<file path="src/rtl/full_event_recorder.sv">
// full_event_recorder: measures runs of consecutive high samples on sig
// (the upstream "volume full" indicator) and queues {saturated, length}
// records in a small FIFO for a downstream consumer. Also keeps a wrapping
// count of completed runs and a saturating count of records lost to a full
// FIFO.
module full_event_recorder #(
    parameter int LBITS = 10,
    parameter int DEPTH = 4
) (
    input  logic             clk,
    input  logic             rst,
    input  logic             sig,
    input  logic             out_ready,
    output logic             out_valid,
    output logic [LBITS:0]   out_data,
    output logic [7:0]       evt_count,
    output logic [7:0]       drop_count,
    output logic             busy
);

    localparam int PW = $clog2(DEPTH);

    typedef enum logic {
        IDLE = 1'b0,
        RUN  = 1'b1
    } state_t;

    state_t           state;
    state_t           state_next;
    logic [LBITS-1:0] len;
    logic [LBITS-1:0] len_next;
    logic             sat;
    logic             sat_next;
    logic             push;

    logic [LBITS:0]   mem [DEPTH];
    logic [PW-1:0]    wr_ptr;
    logic [PW-1:0]    rd_ptr;
    logic [PW:0]      count;
    logic [PW:0]      count_next;
    logic             full;
    logic             pop;
    logic             store;
    logic             drop;

    // Run measurement: next state, length/saturation update, completion push.
    always_comb begin
        state_next = state;
        len_next   = len;
        sat_next   = sat;
        push       = 1'b0;
        case (state)
            IDLE: begin
                if (sig) begin
                    state_next = RUN;
                    len_next   = LBITS'(1);
                    sat_next   = 1'b0;
                end
            end
            RUN: begin
                if (sig) begin
                    if (len != '1) begin
                        len_next = len + LBITS'(1);
                    end else begin
                        sat_next = 1'b1;
                    end
                end else begin
                    state_next = IDLE;
                    push       = 1'b1;
                end
            end
            default: state_next = IDLE;
        endcase
    end

    // FIFO control. When full, a simultaneous pop frees the head slot, which
    // is exactly the slot wr_ptr points at, so the new record lands behind
    // the remaining entries.
    always_comb begin
        full       = (count == (PW+1)'(DEPTH));
        pop        = out_valid & out_ready;
        store      = push & (~full | pop);
        drop       = push & full & ~pop;
        count_next = count;
        if (store && !pop) begin
            count_next = count + (PW+1)'(1);
        end else if (!store && pop) begin
            count_next = count - (PW+1)'(1);
        end
    end

    // State, run length, saturation flag and busy registers.
    always_ff @(posedge clk or negedge rst) begin
        if (!rst) begin
            state <= IDLE;
            len   <= '0;
            sat   <= 1'b0;
            busy  <= 1'b0;
        end else begin
            state <= state_next;
            len   <= len_next;
            sat   <= sat_next;
            busy  <= (state_next == RUN);
        end
    end

    // FIFO storage, pointers, occupancy and event/drop counters.
    always_ff @(posedge clk or negedge rst) begin
        if (!rst) begin
            for (int unsigned i = 0; i < DEPTH; i++) begin
                mem[i] <= '0;
            end
            wr_ptr     <= '0;
            rd_ptr     <= '0;
            count      <= '0;
            out_valid  <= 1'b0;
            evt_count  <= '0;
            drop_count <= '0;
        end else begin
            if (store) begin
                mem[wr_ptr] <= {sat, len};
                wr_ptr      <= wr_ptr + PW'(1);
            end
            if (pop) begin
                rd_ptr <= rd_ptr + PW'(1);
            end
            count     <= count_next;
            out_valid <= (count_next != '0);
            if (push) begin
                evt_count <= evt_count + 8'd1;
            end
            if (drop && drop_count != 8'hFF) begin
                drop_count <= drop_count + 8'd1;
            end
        end
    end

    // Head of the queue; memory is cleared on reset so this reads 0 then.
    assign out_data = mem[rd_ptr];

endmodule

</file>
<file path="config.mk">
export PLATFORM = sky130hd
export DESIGN_NAME = full_event_recorder
export DESIGN_NICKNAME = d
export VERILOG_FILES = /design/src/rtl/full_event_recorder.sv
export SDC_FILE = /design/constraint.sdc
export NUM_CORES = 1
export LEC_CHECK = 0
export CORE_MARGIN = 4
export CORE_UTILIZATION = 52
export DETAILED_ROUTE_END_ITERATION = 8
export GPL_TIMING_DRIVEN = 1
export HOLD_SLACK_MARGIN = 0.08
export PLACE_DENSITY = 0.84
export REMOVE_ABC_BUFFERS = 1
export SYNTH_ARGS = -nofsm -noshare
export SYNTH_HDL_FRONTEND = slang
export SYNTH_SLANG_ARGS = --single-unit
</file>
<file path="constraint.sdc">
create_clock -name clk -period 1.6 [get_ports clk]
set_input_delay 0.24 -clock clk [delete_from_list [all_inputs] [get_ports clk]]
set_output_delay 0.24 -clock clk [all_outputs]
set_load 0.05 [all_outputs]
</file>
==> flow_summary.json <==
{
  "fin_ws_ns": -0.2924,
  "startpoint_type": "flop",
  "cp.arrival_ns": 1.65,
  "die_area_mm2": 0.008757,
  "slowest_stage": "mux4_2",
  "area_delta_synth_final_pct": 28.15,
  "yosys_warnings": 0,
  "io_buffer_count": 32,
  "grt_max_degree": 36,
  "p_sw_share_pct": 39.17,
  "final-setup-viol-count": 14,
  "gp_congestion": 0.9179,
  "wl_met2_um": 4294,
  "wl_per_cell_um": 17.07,
  "rsz0062_at_grt": "true",
  "crit_type": "reg -> out",
  "coreArea_mm2": 0.006944,
  "holdCritPathClass": "in -> async",
  "initial_core_util_pct": 54.85,
  "drc_errors": 0,
  "fmax_mhz": 528.4,
  "numCtsBuffers": 9,
  "met1_length_um": 3468,
  "max_stage_delay_ns": 0.53,
  "critical_path.max_fanout": 8,
  "max-vdd-ir-drop_uv": 1285,
  "synth.distinct_cells": 40,
  "layout_min_cycle_time_ns": 1.892,
  "hpwlAfterDp_um": 5455,
  "p_comb_share_pct": 44.6,
  "diodes": 0,
  "fp-row-count": 30,
  "required_ns": 1.36,
  "cts_root_buffer": "clkbuf_8",
  "vias": 2681,
  "n_fill_cell": 468,
  "ys_ff_latch": 80,
  "final_nets": 392,
  "final_util_pct": 70.29,
  "clk_path_buf_depth": 2,
  "track_usage_pct": 19.88,
  "drv_slew": 0,
  "status": "finished with violations",
  "finalCritPeriodShare_pct": 118.3,
  "timing.slew.headroom_pct": 70.71,
  "yosysSeqAreaShare_pct": 52.56,
  "maxCapViolCount": 0,
  "drt.antenna.violating_nets": 0,
  "failed_checks": "negative setup slack",
  "p_int_mw": 4.568,
  "path_clk_slew_ns": 0.09,
  "cts-htree-levels": 3,
  "cts_tree": "done",
  "p_per_area_mw_per_mm2": 1539,
  "dpl.cell_count": 455,
  "die_y_um": 93.58,
  "antenna_found_initial": 0,
  "drive_gt1_share_pct": 46.74,
  "hold_viol": 0,
  "p_clk_share_pct": 18.0,
  "dr.max_layer_used": "met4",
  "io_pins": 33,
  "grt_pass1_vias": 2758,
  "syn_inst": 299,
  "avgSynthCellArea_um2": 12.74,
  "syn_area_mm2": 0.003809,
  "grt_remaining_overflow": 0,
  "power.leakage_nw": 2.296,
  "worstSkewPairLatency_ns": 0.35,
  "cp-end-kind": "output port",
  "wl_met3_um": 318,
  "p_sw_mw": 2.942,
  "first_pass_iters": 4,
  "dr.first_iter.drc_count": 156,
  "final_common_cell": "dfrtp_1",
  "grt_pass1_wl_um": 13350,
  "path_cells": "buf_12 > mux4_2 > buf_6",
  "dieWidth_um": 93.58,
  "viasPerCell": 5.597,
  "worst_pin_slew_ns": 0.4394,
  "fin_setup_tns_ns": -3.041,
  "fin_cells": 479,
  "seqPwrFrac_pct": 37.4,
  "wl_um": 8175,
  "layout_common_cells": "dfrtp_1 (79), buf_4 (66), mux2_2 (45)",
  "fin_skew_ns": 0.01316,
  "cts_sinks": 80
}
## sequential cells by signal (all words and copies together) (netlist names)
name and flops:
evt_count 8, out_valid 1, wr_ptr 2, drop_count 8
count 3, state 1, mem 44, len 10
sat 1, rd_ptr 2
## power groups by stage
| stage | Combinational (mW) | Sequential [mW] | Clock [mW] |
|---|---|---|---|
| after floorplan | 1.46 | 3.25 | 0 |
| after global placement | 2.96 | 2.78 | 0 |
| after detailed placement | 3.06 | 2.81 | 0 |
| after CTS | 3.27 | 2.79 | 1.39 |
| after global routing | 3.56 | 2.86 | 1.48 |
| final | 3.35 | 2.81 | 1.35 |
## synth_stat cells
master | n | share of area [%]
buf_6 | 1 | 0.30
and2_1 | 1 | 0.16
o21ai_0 | 7 | 0.92
a41oi_1 | 3 | 0.69
dfrtp_1 | 80 | 53
o311ai_0 | 1 | 0.23
nor3_2 | 1 | 0.26
a31oi_1 | 1 | 0.16
a31o_2 | 1 | 0.23
a21oi_1 | 17 | 2.2
xor2_1 | 3 | 0.69
a32o_1 | 1 | 0.26
clkbuf_2 | 1 | 0.13
xnor2_1 | 17 | 3.9
a2111oi_0 | 1 | 0.23
mux4_2 | 11 | 6.5
nor3_1 | 2 | 0.26
a2111oi_4 | 1 | 0.72
clkbuf_1 | 7 | 0.69
buf_2 | 9 | 1.2
nor2b_1 | 2 | 0.33
mux2i_1 | 1 | 0.26
nor3b_1 | 1 | 0.20
a221oi_1 | 1 | 0.23
inv_1 | 7 | 0.69
nor2_1 | 6 | 0.59
nand3_1 | 12 | 1.6
nand4b_1 | 1 | 0.23
nand2b_1 | 2 | 0.33
nand2_1 | 24 | 2.4
buf_1 | 1 | 0.098
and3_1 | 6 | 0.99
mux2_2 | 46 | 14
ha_1 | 10 | 3.3
o211ai_1 | 2 | 0.39
nand4_1 | 5 | 0.82
a311o_1 | 1 | 0.26
and4_1 | 2 | 0.46
a31oi_4 | 1 | 0.56
o31ai_1 | 2 | 0.39
## critical path, delay by kind of cell (launching register included)
| kind | cells | cell delay (ns) |
|---|---|---|
| buffers and inverters | 2 | 0.34 |
| muxes | 1 | 0.53 |
| DFF | 1 | 0.43 |
## per-layer routing
metal  global-route usage, %  vias to the layer above
li1                        -                     1239
met1                   24.29                     1370
met2                   34.25                       64
met3                   4.586                        8
met4                   7.461                        0
met5                       0                        -
## cells by family after synthesis
family	after synthesis	synth area share (%)
xor gates and xnor gates	20	4.599
AOI/OAI and AO/OA	40	7.523
buffers and inverters	26	3.088
adders and majority gates	10	3.285
and+or+nand+nor	65	8.575
muxes	58	20.37
DFF	80	52.56
## cell type report
class,instances,area (um^2),area share (%)
multi-input combinational,193,1772,36.30
tap,96,120.1,2.461
inverter,7,26.28,0.5383
sequential,80,2003,41.04
timing repair buffer,87,780.7,16.00
clock inverter,7,55.05,1.128
clock buffer,9,123.9,2.538
## metrics by stage
| stage | hold slack (ns) | total power [mW] | worst slack, ns | cell area (um^2) |
|---|---|---|---|---|
| after floorplan | -0.05559 | 4.710 | -0.5347 | 3717 |
| after global placement | 0.2099 | 5.742 | -0.3229 | 4511 |
| after detailed placement | 0.2156 | 5.871 | -0.3631 | 4511 |
| after CTS | 0.3723 | 7.449 | -0.3087 | 4811 |
| after global routing | 0.4025 | 7.908 | -0.3599 | 4881 |
| final | 0.3784 | 7.510 | -0.2924 | 4881 |
## worst paths after layout
kind / startpoint / end / slack [ns] / cells past startpoint
min in group clk: evt_count[7] / evt_count[7] / 0.48 / 1
hold / removal: rst / len[0] / 0.38 / 2
hold reg to reg: evt_count[7] / evt_count[7] / 0.48 / 1
setup / recovery: rd_ptr[0] / out_data[7] / -0.29 / 3
setup reg to reg: drop_count[0] / drop_count[1] / -0.10 / 5
max in group asynchronous: rst / out_valid / 0.66 / 3
## what timing repair did
action / in CTS / in global routing
hold endpoints to repair: 31 / 0
endpoints found under the setup margin: 51 / 66
buffers inserted: 5 / 3
resized for setup: 18 / 18
hold buffers: 1 / 0
pin swaps: 5 / 6
Note: power is estimated with default switching activity, not from simulation.
==> edit 1: new RTL, same settings <==
Make the reset (`rst`) synchronous in 2 clocked blocks.
--- a/src/rtl/full_event_recorder.sv
+++ b/src/rtl/full_event_recorder.sv
@@ -90,7 +90,7 @@
     end
 
     // State, run length, saturation flag and busy registers.
-    always_ff @(posedge clk or negedge rst) begin
+    always_ff @(posedge clk) begin
         if (!rst) begin
             state <= IDLE;
             len   <= '0;
@@ -105,7 +105,7 @@
     end
 
     // FIFO storage, pointers, occupancy and event/drop counters.
-    always_ff @(posedge clk or negedge rst) begin
+    always_ff @(posedge clk) begin
         if (!rst) begin
             for (int unsigned i = 0; i < DEPTH; i++) begin
                 mem[i] <= '0;
Behaviour: differs if rst is asserted again (counterexample within 4 cycles, from zero or initial values and one cycle with rst low); with rst held inactive, the same outputs for 10 cycles.
==> edit 1 against the unedited design <==
- the run still ends with setup timing left
- count of clock-buffer cells in the layout is the same
- via count grew 7.1%
- largest cell class unchanged
- area after synthesis shrank 2.6%
- global-route usage grew 1.2 points
- setup slack gained 0.028 ns
- sequential cell count grew 2
- sequential share of layout area grew 2.3 points
- die area shrank 2.4%
- wire length grew 5.9%
- cell area shrank 1.2%
- highest routed layer unchanged
Power is not compared: it rests on default switching activity, and its combinational part moved more than twofold at a synthesized area within 25%.
==> edit 1: results (changes against the unedited design) <==
outcome -> finished, violations left
failing checks -> setup timing
Post-Synth Adder-Cell Area -> 0.0202 (-0.0126)
Critical Path End -> mem[0][0]$_SDFFCE_PN0P_
worst slack at placement -> -0.403 ns (-0.0403 ns)
Final WS setup -> -0.265 ns (+0.0275 ns)
Filler cells -> 458 (-2.1%)
total track usage -> 0.211 (+0.0118)
Final Instance Area -> 4820 sq um (-1.2%)
R2R depth -> 7 (+2)
Post-synth top cells -> edfxtp_1, nor2_1, dfxtp_1, nand2_1, inv_1
first-pass GRT wire length -> 14300 um (+6.8%)
largest net degree at the start of global routing -> 29 (-19%)
hold bufs inserted after CTS -> 0 (-1)
XOR/XNOR Fraction of Synth Area -> 0.0260 (-0.0200)
skew final -> 0.0127 ns (-0.000488 ns)
WL per Instance -> 16.9 um (-0.72%)
Final Non-Filler Cells -> 511 (+6.7%)
layout cells sized above 1 -> 0.335 (-0.132)
Post-Place Cells -> 482 (+5.9%)
WP data arrival -> 1.92 ns (+0.27 ns)
Data buffer area share -> 0.160 (-0.000343)
mux contribution to synthesized area -> 0.0695 (-0.134)
setup tns final -> -14.35 ns (-11.31 ns)
multi-input combinational area share -> 0.323 (-0.0404)
vias per cell -> 5.62 (+0.42%)
initial drt markers -> 224 (+44%)
Final Core Density -> 0.702 (-0.00106)
inverters -> 21 (+14)
top cells by area, synth -> edfxtp_1, dfxtp_1, mux4_2
ys async rst share -> 0 (-1.00)
Distinct cells, synth -> 53 (+33%)
Clock buf/inv share -> 0.0431 (+0.00643)
Seq/total area -> 0.433 (+0.0230)
HPWL after DPL -> 5390 um (-1.1%)
Layout Nets -> 420 (+7.1%)
crit-path max cell delay -> 0.34 ns (-0.19 ns)
slowest library cell on the worst path -> dfxtp_2
Final Setup Violations -> 96 (+82)
Worst Max-Slew Pin Slew -> 0.521 ns (+0.0813 ns)
gpl congestion -> 0.791 (-14%)
placed cell areas -> 4300 sq um (-4.7%)
number of synthesized flops with an enable pin -> 44 (+44)
Gate Count Post-Synth -> 335 (+12%)
#FFs+latches synth -> 82 (+2.5%)
sequential element share of the synthesized area -> 0.561 (+0.0358)
-- edit 1: critical path: cells and delay by family (launching register included) --
| family | cells | cell delay, ns |
|---|---|---|
| AND/OR/NAND/NOR | 3 | 0.71 |
| flip-flops | 1 | 0.34 |
| adder cells (fa/ha/maj) | 2 | 0.31 |
| AO/OA/AOI/OAI | 1 | 0.14 |
| buffers and inverters | 1 | 0.05 |
-- edit 1: power by group through the flow --
stage | clock, mW | sequential, mW | combinational [mW]
3_3_place_gp | 0 | 2.37 | 0.683
4_1_cts | 1.58 | 2.34 | 0.835
3_5_place_dp | 0 | 2.38 | 0.700
2_1_floorplan | 0 | 2.43 | 0.376
6_report | 1.57 | 2.34 | 0.860
5_1_grt | 1.68 | 2.35 | 0.910
-- edit 1: routing by layer --
metal | part of all wire | GRT usage
met5 | 0 | 0
met4 | 0.024 | 0.0705
met3 | 0.056 | 0.0447
met2 | 0.52 | 0.374
met1 | 0.40 | 0.253
-- edit 1: worst min path at each step --
stage	end	startpoint	depth (start not counted)	slack (ns)
5_1_grt	drop_count[6]$_SDFFE_PN0P_	drop_count[6]$_SDFFE_PN0P_	2	0.55
3_5_place_dp	drop_count[7]$_SDFFE_PN0P_	drop_count[7]$_SDFFE_PN0P_	2	0.50
3_3_place_gp	drop_count[6]$_SDFFE_PN0P_	drop_count[6]$_SDFFE_PN0P_	2	0.49
4_1_cts	drop_count[7]$_SDFFE_PN0P_	drop_count[7]$_SDFFE_PN0P_	2	0.52
2_1_floorplan	sat$_SDFFE_PN0P_	sig	2	0.38
6_report	drop_count[6]$_SDFFE_PN0P_	drop_count[6]$_SDFFE_PN0P_	2	0.53
-- edit 1: repair_timing --
item,in CTS,in global routing
resized for setup,52,16
endpoints found under the setup margin,109,98
setup buffers,7,5
gates cloned,4,0
pin swaps,9,12
==> edit 2: new RTL, same flow settings <==
Made on the original files. The parameter `DEPTH` goes from 4 to 16.
--- a/src/rtl/full_event_recorder.sv
+++ b/src/rtl/full_event_recorder.sv
@@ -5,7 +5,7 @@
 // FIFO.
 module full_event_recorder #(
     parameter int LBITS = 10,
-    parameter int DEPTH = 4
+    parameter int DEPTH = 16
 ) (
     input  logic             clk,
     input  logic             rst,
Check against the original RTL: not equivalent (a bounded check fails within 10 cycles, from zero or initial values and one cycle with rst low).
==> edit 2 against the unedited design <==
- the flow still finishes with violations (setup timing)
- sequential cell count up 138
- synthesized cell count up 130%
- sequential power rose to 2.5 times the old value
- area after synthesis rose to 2.7 times the old value
- setup slack worse by 0.80 ns
- global-route usage up 7.9 points
- die area rose to 2.5 times the old value
- sequential share of layout area down 2.2 points
- cell area rose to 2.9 times the old value
- total power rose to 2.7 times the old value
- final cell count up 130%
- core utilization up 2.1 points
- wire length rose to 3.8 times the old value
- critical endpoint is now out_data[3]
- largest cell class unchanged
==> edit 2: results (changes against the unedited design) <==
WL per Instance -> 27.8 um (+63%)
Filler cells -> 1085 (+130%)
CTS HTree Levels -> 1 (-2)
Setup Buffers After CTS -> 26 (+21)
Compound-Gate Fraction of Synth Area -> 0.0299 (-0.0453)
inverters -> 9 (+2)
GRT met2 Usage -> 0.485 (+0.142)
bufs w/o clock -> 175 (+100%)
met1 Use GR -> 0.358 (+0.115)
Final WS setup -> -1.09 ns (-0.796 ns)
R2R depth -> 9 (+4)
seq pwr -> 7.06 mW (+150%)
Distinct cells, synth -> 51 (+28%)
Post-Synth Adder-Cell Area -> 0.0122 (-0.0206)
Clock transition at path regs -> 0.07 ns (-0.02 ns)
Final Instance Area -> 14000 sq um (+190%)
Reg2Reg Setup Slack -> -0.64 ns (-0.54 ns)
outcome -> finished, violations left
failing checks -> setup timing
Final Setup Violations -> 204 (+190)
metal1 wirelength -> 11600 um (+230%)
sequential element share of the synthesized area -> 0.532 (+0.00654)
Gate Count Post-Synth -> 683 (+130%)
placed cell areas -> 11600 sq um (+160%)
via count -> 6887 (+160%)
met3 Use GR -> 0.0414 (-0.00442)
CTS root buf -> clkbuf_16
crit-path max cell delay -> 0.55 ns (+0.02 ns)
reg2reg start -> count[0]$_DFF_PN0_
Post-Place Cells -> 1025 (+130%)
Clock buf/inv share -> 0.0542 (+0.0175)
Slew HR -> 0.546 (-0.161)
mux contribution to synthesized area -> 0.326 (+0.123)
[edit 2: cell types whose count changed after synthesis, sizes merged, moves of 3 or more]
cell,change
a21o,+3
mux2,+127
o21ai,+4
dfrtp,+138
clkbuf,+21
buf,+17
mux4,+44
nand2,+11
a21oi,-4
and3,+3
nand3,+3
[edit 2: stage by stage]
stage	util	hold WS (ns)	setup slack [ns]
6_report	0.724	0.282	-1.09
5_1_grt	0.724	0.319	-1.09
4_1_cts	0.711	0.299	-1.08
3_5_place_dp	0.598	0.271	-0.667
3_3_place_gp	0.598	0.261	-0.614
2_1_floorplan	-	-0.0556	-1.80
[edit 2: worst max-delay path, delay by kind of cell (launching register included)]
family   cells  cell delay [ns]
mux          2             1.06
buf+inv      3             0.45
flops        1             0.42
